`config.mk`:
```
export PLATFORM = sky130hd
export DESIGN_NAME = irrigacao_sequenciador
export DESIGN_NICKNAME = d
export VERILOG_FILES = /design/src/rtl/irrigacao_pkg.sv /design/src/rtl/irrigacao_temporizador.sv /design/src/rtl/irrigacao_sequenciador.sv
export SDC_FILE = /design/constraint.sdc
export NUM_CORES = 1
export LEC_CHECK = 0
export CORE_MARGIN = 2
export CORE_UTILIZATION = 51
export CTS_CLUSTER_SIZE = 14
export DETAILED_ROUTE_END_ITERATION = 10
export GPL_ROUTABILITY_DRIVEN = 0
export PLACE_DENSITY = 0.76
export RECOVER_POWER = 50
export SETUP_SLACK_MARGIN = 0.02
export SYNTH_ARGS = -nofsm -noshare
export SYNTH_HDL_FRONTEND = slang
export SYNTH_SLANG_ARGS = --single-unit
export TNS_END_PERCENT = 100
```
`constraint.sdc`:
```
create_clock -name CLK -period 5.5 [get_ports CLK]
set_clock_uncertainty 0.1 [all_clocks]
set_input_delay 0.825 -clock CLK [delete_from_list [all_inputs] [get_ports CLK]]
set_output_delay 0.825 -clock CLK [all_outputs]
set_load 0.05 [all_outputs]
```
`src/rtl/irrigacao_pkg.sv`:
```
// Shared definitions for the irrigation actuator sequencer.
// Holds the sequencer state codes (also exported on ESTADO for debug)
// and the two watering mode constants.
package irrigacao_pkg;

  // State codes are fixed because ESTADO exposes them directly.
  typedef enum logic [2:0] {
    OCIOSO   = 3'd0,
    ABRINDO  = 3'd1,
    REGANDO  = 3'd2,
    FECHANDO = 3'd3,
    PAUSA    = 3'd4,
    FALHA    = 3'd5
  } estado_t;

  // Watering mode: sprinkler uses the pump, drip runs by gravity.
  localparam logic MODO_ASP = 1'b0;
  localparam logic MODO_GOT = 1'b1;

endpackage

```
`src/rtl/irrigacao_temporizador.sv`:
```
// Saturating cycle counter used to time every sequencer state.
// Ports:
//   clk - rising-edge clock
//   rst - synchronous active-high reset, clears the count
//   clr - synchronous clear, takes priority over counting
//   en  - count enable
//   cnt - current count, holds at all-ones instead of wrapping
module irrigacao_temporizador #(
  parameter int unsigned CW = 8
) (
  input  logic          clk,
  input  logic          rst,
  input  logic          clr,
  input  logic          en,
  output logic [CW-1:0] cnt
);

  // Clearing wins over counting so a state change always restarts at 0;
  // saturation keeps a long stay from wrapping back into small values.
  always_ff @(posedge clk) begin
    if (rst) begin
      cnt <= '0;
    end else if (clr) begin
      cnt <= '0;
    end else if (en && (cnt != '1)) begin
      cnt <= cnt + 1'b1;
    end
  end

endmodule

```
`src/rtl/irrigacao_sequenciador.sv`:
```
// Actuator sequencer for the irrigation controller.
// Turns the sprinkler (Bs) and drip (Vs) run requests into a safe timed
// sequence: valve opens, pump runs (sprinkler only), pump stops, valve
// closes, then a rest period. A run that lasts too long latches a fault.
// Ports:
//   CLK      - rising-edge clock
//   RST      - synchronous active-high reset
//   Bs, Vs   - sprinkler / drip run request levels
//   LIMPA    - clears a latched fault while in FALHA
//   BOMBA    - pump enable
//   VALV_ASP - sprinkler valve open
//   VALV_GOT - drip valve open
//   ATIVO    - sequencer busy (not OCIOSO)
//   ERRO     - sticky timeout fault
//   ESTADO   - current state code
module irrigacao_sequenciador
  import irrigacao_pkg::*;
#(
  parameter int unsigned T_ABRE  = 4,
  parameter int unsigned T_MIN   = 8,
  parameter int unsigned T_MAX   = 64,
  parameter int unsigned T_PAUSA = 8,
  parameter int unsigned CW      = 8
) (
  input  logic       CLK,
  input  logic       RST,
  input  logic       Bs,
  input  logic       Vs,
  input  logic       LIMPA,
  output logic       BOMBA,
  output logic       VALV_ASP,
  output logic       VALV_GOT,
  output logic       ATIVO,
  output logic       ERRO,
  output logic [2:0] ESTADO
);

  localparam logic [CW-1:0] ABRE_FIM  = CW'(T_ABRE - 1);
  localparam logic [CW-1:0] MIN_FIM   = CW'(T_MIN - 1);
  localparam logic [CW-1:0] MAX_FIM   = CW'(T_MAX - 1);
  localparam logic [CW-1:0] PAUSA_FIM = CW'(T_PAUSA - 1);

  estado_t       estado;
  estado_t       estado_next;
  logic          modo;
  logic          modo_next;
  logic          erro;
  logic          erro_next;
  logic [CW-1:0] cnt;
  logic          cnt_clr;
  logic          req;
  logic          valvula_aberta;

  // The counter restarts on every state change, so cnt is always
  // "cycles spent in the current state".
  assign cnt_clr = (estado_next != estado);

  irrigacao_temporizador #(
    .CW (CW)
  ) u_temporizador (
    .clk (CLK),
    .rst (RST),
    .clr (cnt_clr),
    .en  (1'b1),
    .cnt (cnt)
  );

  // A request for the other mode is treated as the current run's request
  // going away, so a mode switch always goes through a full shutdown.
  assign req = modo ? (Vs & ~Bs) : (Bs & ~Vs);

  // State, mode and fault registers.
  always_ff @(posedge CLK) begin
    if (RST) begin
      estado <= OCIOSO;
      modo   <= MODO_ASP;
      erro   <= 1'b0;
    end else begin
      estado <= estado_next;
      modo   <= modo_next;
      erro   <= erro_next;
    end
  end

  // Next-state logic. The timeout check in REGANDO is tested before the
  // normal stop so a run can never extend past T_MAX cycles; a request
  // dropped early is simply not acted on until T_MIN cycles have passed.
  always_comb begin
    estado_next = estado;
    modo_next   = modo;
    erro_next   = erro;
    case (estado)
      OCIOSO: begin
        if (Bs ^ Vs) begin
          estado_next = ABRINDO;
          modo_next   = Vs ? MODO_GOT : MODO_ASP;
        end
      end
      ABRINDO: begin
        if (cnt == ABRE_FIM) begin
          estado_next = REGANDO;
        end
      end
      REGANDO: begin
        if (cnt == MAX_FIM) begin
          erro_next   = 1'b1;
          estado_next = FECHANDO;
        end else if (!req && (cnt >= MIN_FIM)) begin
          estado_next = FECHANDO;
        end
      end
      FECHANDO: begin
        if (cnt == ABRE_FIM) begin
          estado_next = erro ? FALHA : PAUSA;
        end
      end
      PAUSA: begin
        if (cnt == PAUSA_FIM) begin
          estado_next = OCIOSO;
        end
      end
      FALHA: begin
        if (LIMPA) begin
          erro_next   = 1'b0;
          estado_next = PAUSA;
        end
      end
      default: begin
        estado_next = OCIOSO;
      end
    endcase
  end

  // Moore output decode from the registered state and mode only, so no
  // input can reach an actuator combinationally. Only the valve of the
  // latched mode ever opens, which keeps the two valves exclusive.
  always_comb begin
    valvula_aberta = 1'b0;
    BOMBA          = 1'b0;
    VALV_ASP       = 1'b0;
    VALV_GOT       = 1'b0;
    ATIVO          = 1'b0;
    case (estado)
      ABRINDO, FECHANDO: begin
        valvula_aberta = 1'b1;
        ATIVO          = 1'b1;
      end
      REGANDO: begin
        valvula_aberta = 1'b1;
        ATIVO          = 1'b1;
        BOMBA          = (modo == MODO_ASP);
      end
      PAUSA, FALHA: begin
        ATIVO = 1'b1;
      end
      OCIOSO: begin
        ATIVO = 1'b0;
      end
      default: begin
        ATIVO = 1'b1;
      end
    endcase
    VALV_ASP = valvula_aberta && (modo == MODO_ASP);
    VALV_GOT = valvula_aberta && (modo == MODO_GOT);
  end

  assign ERRO   = erro;
  assign ESTADO = estado;

endmodule

```
==> results.yml, run 1 <==
run_status:
  status: "completed"
floorplanning:
  die-height_um: 45.0
  fp.dieW_um: 45.0
  start_util: 0.557
  die-area_um2: 2030
  core_region_area_um2: 1540
  io_pins: 13
  num_rows: 14
synthesis:
  yosys.area.top_type: "dfxtp_1"
  syn_area_per_cell_um2: 8.41
  ys_warn_count: 0
  synth_top_area_frac: 0.303
  postSynthCellCount: 102
  async_reset_ff_frac: 0
  synth_cell_types: 36
  syn_nets: 110
  synth-edff-count: 0
  syn-cell-area_um2: 858
  ys.flop_type: "dfxtp_1"
  ys_seq_area_frac: 0.303
  synth-seq-cells: 13
  synth_area_leaders: "dfxtp_1 (30%), nor2_1 (5.2%), mux2i_1 (4.7%)"
sta:
  setup_viol: 0
  worst_pin_slew_ns: 0.591
  slew_headroom: 0.606
  fmax_mhz: 313
  drv_slew: 0
  hold_viol: 0
  hold_ws_ns: 0.417
  min_period_ns: 3.19
  rsz0062_at_grt: "false"
  fin_setup_tns_ns: 0
  fin_crit_sh: 0.580
power:
  power_leakage_uw: 0.000371
  ir_drop_mv: 0.186
  p_switching_uw: 92.0
  p_sw_frac: 0.364
  pwr-share-comb: 0.329
  power_density_nw_per_um2: 254
  power_uw: 253
  pwr-share-clk: 0.231
  p_int_uw: 161
  power_frac_seq: 0.440
clock_network:
  numCtsBuffers: 3
  cts.sinks: 13
  cts_tree: "built"
  root_buffer: "clkbuf_4"
  cts_max_level: 1
  cts.hold.buffers_added: 0
  cts_setup_buffers: 0
  cts_max_path_buffers: 2
  clk_latency_ns: 0.27
  cts_resized: 0
  clk_pin_slew_ns: 0.08
place:
  place_hpwl_mm: 1.30
  numPortBuffers: 12
  place_inst: 126
final_layout:
  mostFrequentLayoutCells: "dfxtp_1 (13), nor2_1 (12), nand2_1 (10), clkdlybuf4s50_1 (10), a21oi_1 (6)"
  antennaDiodeCount: 0
  nets: 123
  final_layout_size_suffix_gt1_frac: 0.0965
  fin_cells: 130
  syn2layout_area_growth_pct: 15.9
  final_common_cell: "dfxtp_1"
hold_path:
  min_path_type: "flop to flop"
  min_to: "ERRO"
  hp-start: "ERRO"
  hold_path_depth: 2
drt:
  drt_iter0_markers: 12
  viasPerCell: 5.81
  dr.pass1.iters: 4
  totalWireLength_mm: 1.73
  post_drt_wl_per_cell_um: 13.3
  antenna_left: 0
  via_count: 755
  drcViolationCount: 0
worst_setup_path:
  cp_max_fo: 14
  cp_top_family: "buffers and inverters"
  max_stage_delay_ns: 0.80
  rr_endpoint: "u_temporizador.cnt[1]"
  worstSetupStartpointType: "flop"
  slowest_stage: "clkdlybuf4s50_1"
  worst-r2r-setup-slack_ns: 3.42
  worstPathArrival_ns: 2.26
  path_class: "flop to output port"
  end_kind: "output port"
  path_cells: "nor3b_1 -> nor2b_1 -> clkdlybuf4s50_1"
  reg2reg_from: "ESTADO[1]"
  path_buf_inv: 1
  cp_data_required_time_ns: 4.58
  r2r_cells: 5
global_route:
  grt_max_degree: 15
  grt_pass1_vias: 712
  grt_usage: 0.205
  grt_pass1_wl_mm: 3.05
  antenna_found_initial: 0
  grt-ovfl-total: 0
flow_run:
  maxCapViolCount: 0
==> kinds of logic (layout without fill, tap and decap cells) <==
logic type,after synthesis,count (layout),share of synthesized area
AO/OA/AOI/OAI,21,21,0.194
XOR/XNOR,2,2,0.0204
adder cells (fa/ha/maj),3,3,0.0437
buffers and inverters,7,19,0.0364
flip-flops,13,13,0.303
multiplexers,4,4,0.0466
AND/OR/NAND/NOR,52,52,0.356
==> synth_stat cells, types with 2 or more instances <==
cell / n
ha_1: 3
a21oi_1: 6
dfxtp_1: 13
nor3b_1: 5
xor2_1: 2
o211ai_1: 2
nor3_1: 2
nor2_1: 12
inv_1: 3
nand4_1: 3
nor2b_1: 4
mux2i_1: 4
a31oi_1: 3
nand2_1: 10
buf_2: 4
and2_1: 2
nand3_1: 3
o21ai_0: 3
==> power by group through the flow <==
| stage | Clock [µW] | Sequential (µW) | Combinational, µW |
|---|---|---|---|
| 5_1_grt | 63.1 | 112 | 90.8 |
| 2_1_floorplan | 0 | 115 | 62.5 |
| 6_report | 58.4 | 111 | 83.1 |
| 3_3_place_gp | 0 | 113 | 85.0 |
| 3_5_place_dp | 0 | 114 | 87.1 |
| 4_1_cts | 60.3 | 111 | 87.3 |
==> state kept, by name, summed over array words and instances, names as in the netlist <==
name / cells
modo: 1
ERRO: 1
ESTADO: 3
u_temporizador.cnt: 8
==> per-stage QoR <==
step | area (µm²) | worst slack, ns | utilization
floorplan | 858 | 2.38 | -
global placement | 978 | 2.63 | 0.635
detailed placement | 978 | 2.62 | 0.635
CTS | 1000 | 2.32 | 0.652
global route | 995 | 2.21 | 0.645
finish | 995 | 2.31 | 0.645
==> worst reg2reg max path: stages, from the launching register on <==
cell and delay [ns]:
dfxtp_1 0.64, nor3b_1 0.38, nand4_1 0.24, o221ai_2 0.11
o31a_1 0.38, nor3b_1 0.11
==> layout make-up <==
cell class / count / area, µm²
tap: 16 / 20.0
timing repair buffer: 12 / 120
fill: 145 / 547
multi-input combinational: 82 / 557
sequential: 13 / 260
inverter: 3 / 11.3
clock buffer: 4 / 26.3
==> routing by layer <==
layer	vias up	wire, µm	GRT usage
met5	-	0	0
met4	0	9	0.0706
met3	2	61	0.0240
met2	14	782	0.326
met1	339	874	0.289
li1	400	-	-
==> worst max-delay path by stage <==
| stage | start | to | slack [ns] | cells after the start |
|---|---|---|---|---|
| 6_report | ESTADO[1] | BOMBA | 2.31 | 3 |
| 4_1_cts | ESTADO[1] | BOMBA | 2.32 | 3 |
| 2_1_floorplan | ESTADO[1] | VALV_GOT | 2.38 | 3 |
| 3_3_place_gp | ESTADO[1] | BOMBA | 2.63 | 3 |
| 3_5_place_dp | Bs | u_temporizador.cnt[6] | 2.62 | 8 |
| 5_1_grt | ESTADO[1] | BOMBA | 2.21 | 3 |
Power figures use the tool's default switching activity.
==> run 2, diff against run 1 <==
--- a/config.mk
+++ b/config.mk
@@ -6,11 +6,11 @@
 export NUM_CORES = 1
 export LEC_CHECK = 0
 export CORE_MARGIN = 2
-export CORE_UTILIZATION = 51
+export CORE_UTILIZATION = 47
 export CTS_CLUSTER_SIZE = 14
 export DETAILED_ROUTE_END_ITERATION = 10
 export GPL_ROUTABILITY_DRIVEN = 0
-export PLACE_DENSITY = 0.76
+export PLACE_DENSITY = 0.74
 export RECOVER_POWER = 50
 export SETUP_SLACK_MARGIN = 0.02
 export SYNTH_ARGS = -nofsm -noshare
==> constraint.sdc (replaced) <==
create_clock -name CLK -period 2.9 [get_ports CLK]
set_clock_uncertainty 0.1 [all_clocks]
set_input_delay 0.435 -clock CLK [delete_from_list [all_inputs] [get_ports CLK]]
set_output_delay 0.435 -clock CLK [all_outputs]
set_load 0.05 [all_outputs]
==> run 2 against run 1 <==
Net effect: sequential share of layout area fell by 0.42 points; die area grew 7.7%; critical path depth unchanged; clock power up 90%; count of clock-buffer cells in the layout unchanged; power increased by 89%; setup slack worse by 2.0 ns; cell count up 7.7%.
==> results.yml, run 2 (synthesized netlist as in run 1, its figures left out) <==
clock_network:
  cts_tree: "built"
  clk_pin_slew_ns: 0.08
  cts_max_path_buffers: 2
  cts_resized: 0
  numCtsBuffers: 3
  cts_max_level: 1
  cts.sinks: 13
  clk_latency_ns: 0.27
  cts_setup_buffers: 0
  root_buffer: "clkbuf_4"
  cts.hold.buffers_added: 0
floorplanning:
  start_util: 0.497
  io_pins: 13
  fp.dieW_um: 46.7
  num_rows: 15
  die-height_um: 46.7
  die-area_um2: 2180
  core_region_area_um2: 1730
sta:
  fmax_mhz: 382
  hold_ws_ns: 0.400
  setup_viol: 0
  fin_crit_sh: 0.902
  fin_setup_tns_ns: 0
  drv_slew: 0
  rsz0062_at_grt: "false"
  worst_pin_slew_ns: 0.575
  hold_viol: 0
  slew_headroom: 0.616
  min_period_ns: 2.62
worst_setup_path:
  worstSetupStartpointType: "flop"
  worstPathArrival_ns: 2.08
  path_class: "flop to output port"
  cp_data_required_time_ns: 2.37
  cp_max_fo: 12
  end_kind: "output port"
global_route:
  grt_most_used_layer: "met2"
  grt.met1_usage: 0.237
  grtUsageMet2: 0.269
  antenna_found_initial: 0
  grt_usage: 0.173
  grt-ovfl-total: 0
  grt_pass1_vias: 632
  grt_pass1_wl_mm: 2.73
  grt_max_degree: 13
  grtUsageMet3: 0.0231
drt:
  viasPerCell: 5.61
  via_count: 785
  drcViolationCount: 0
  drt_iter0_markers: 15
  post_drt_wl_per_cell_um: 12.3
  antenna_left: 0
  dr.pass1.iters: 4
  totalWireLength_mm: 1.72
place:
  place_hpwl_mm: 1.28
  numPortBuffers: 12
power:
  power_density_nw_per_um2: 472
  pwr-share-clk: 0.233
  ir_drop_mv: 0.336
  pwr-share-comb: 0.328
  power_frac_seq: 0.440
  p_int_uw: 305
  power_leakage_uw: 0.000379
  p_switching_uw: 172
  p_sw_frac: 0.361
final_layout:
  seqCellArea_um2: 260
  mostFrequentLayoutCells: "dfxtp_1 (13), nor2_1 (12), nand2_1 (10)"
  top_register: "u_temporizador.cnt"
  final_common_cell: "dfxtp_1"
  antennaDiodeCount: 0
  largest_reg_flops: 8
  syn2layout_area_growth_pct: 17.8
  final_layout_size_suffix_gt1_frac: 0.0957
  num-fill-cells: 177
  nets: 124
  multi_input_area_um2: 554
flow_run:
  maxCapViolCount: 0
hold_path:
  min_path_type: "flop to flop"
run_status:
  status: "completed"
[run 2: cell types whose count changed in the layout (fill, tap and decap cells not counted), sizes merged]
cell | previous run | this run
clkdlybuf4s50 | 10 | 9
dlygate4sd3 | 2 | 3
buf | 0 | 1
[run 2: power by group through the flow]
stage | Combinational, µW | Sequential, µW | Clock, µW
floorplan | 119 | 217 | 0
global placement | 162 | 214 | 0
detailed placement | 166 | 215 | 0
CTS | 166 | 210 | 117
global route | 172 | 212 | 124
finish | 156 | 210 | 111
[run 2: per-stage QoR]
| stage | instances | util | setup WS, ns | cell area, µm² | power [µW] |
|---|---|---|---|---|---|
| final | 140 | 0.586 | 0.284 | 1010 | 477 |
| after CTS | 140 | 0.593 | 0.275 | 1020 | 493 |
| after floorplan | 102 | - | 0.174 | 858 | 336 |
| after global placement | 136 | 0.578 | 0.480 | 997 | 376 |
| after detailed placement | 136 | 0.578 | 0.449 | 997 | 380 |
| after global routing | 140 | 0.586 | 0.166 | 1010 | 509 |
[run 2: worst max-delay path, stage by stage, from the launching register on]
cell	delay, ns
dfxtp_1	0.42
nor3b_1	0.40
nor2b_1	0.18
clkdlybuf4s50_1	0.80
[run 2: worst paths after layout]
path | from | endpoint | slack, ns | cells after the start
min | ERRO | ERRO | 0.40 | 2
min reg2reg | ERRO | ERRO | 0.40 | 2
max reg2reg | u_temporizador.cnt[0] | u_temporizador.cnt[6] | 0.81 | 6
max | ESTADO[2] | BOMBA | 0.28 | 3
[run 2: final cells by class]
class / count / area share
multi-input combinational: 82 / 0.548
sequential: 13 / 0.257
timing repair buffer: 13 / 0.126
tap: 25 / 0.0309
clock buffer: 4 / 0.0260
inverter: 3 / 0.0111
[run 2: layer usage]
metal | vias up | part of all wire
met3 | 4 | 0.031
met4 | 0 | 0.019
li1 | 403 | -
met5 | - | 0
met2 | 13 | 0.45
met1 | 365 | 0.49
==> run 3, diff against run 2 <==
--- a/config.mk
+++ b/config.mk
@@ -10,9 +10,11 @@
 export CTS_CLUSTER_SIZE = 14
 export DETAILED_ROUTE_END_ITERATION = 10
 export GPL_ROUTABILITY_DRIVEN = 0
+export HOLD_SLACK_MARGIN = 0.08
 export PLACE_DENSITY = 0.74
 export RECOVER_POWER = 50
 export SETUP_SLACK_MARGIN = 0.02
+export SLEW_MARGIN = 40
 export SYNTH_ARGS = -nofsm -noshare
 export SYNTH_HDL_FRONTEND = slang
 export SYNTH_SLANG_ARGS = --single-unit
==> results of run 3 <==
Final layout, timing and power as in run 2 (identical DEF).
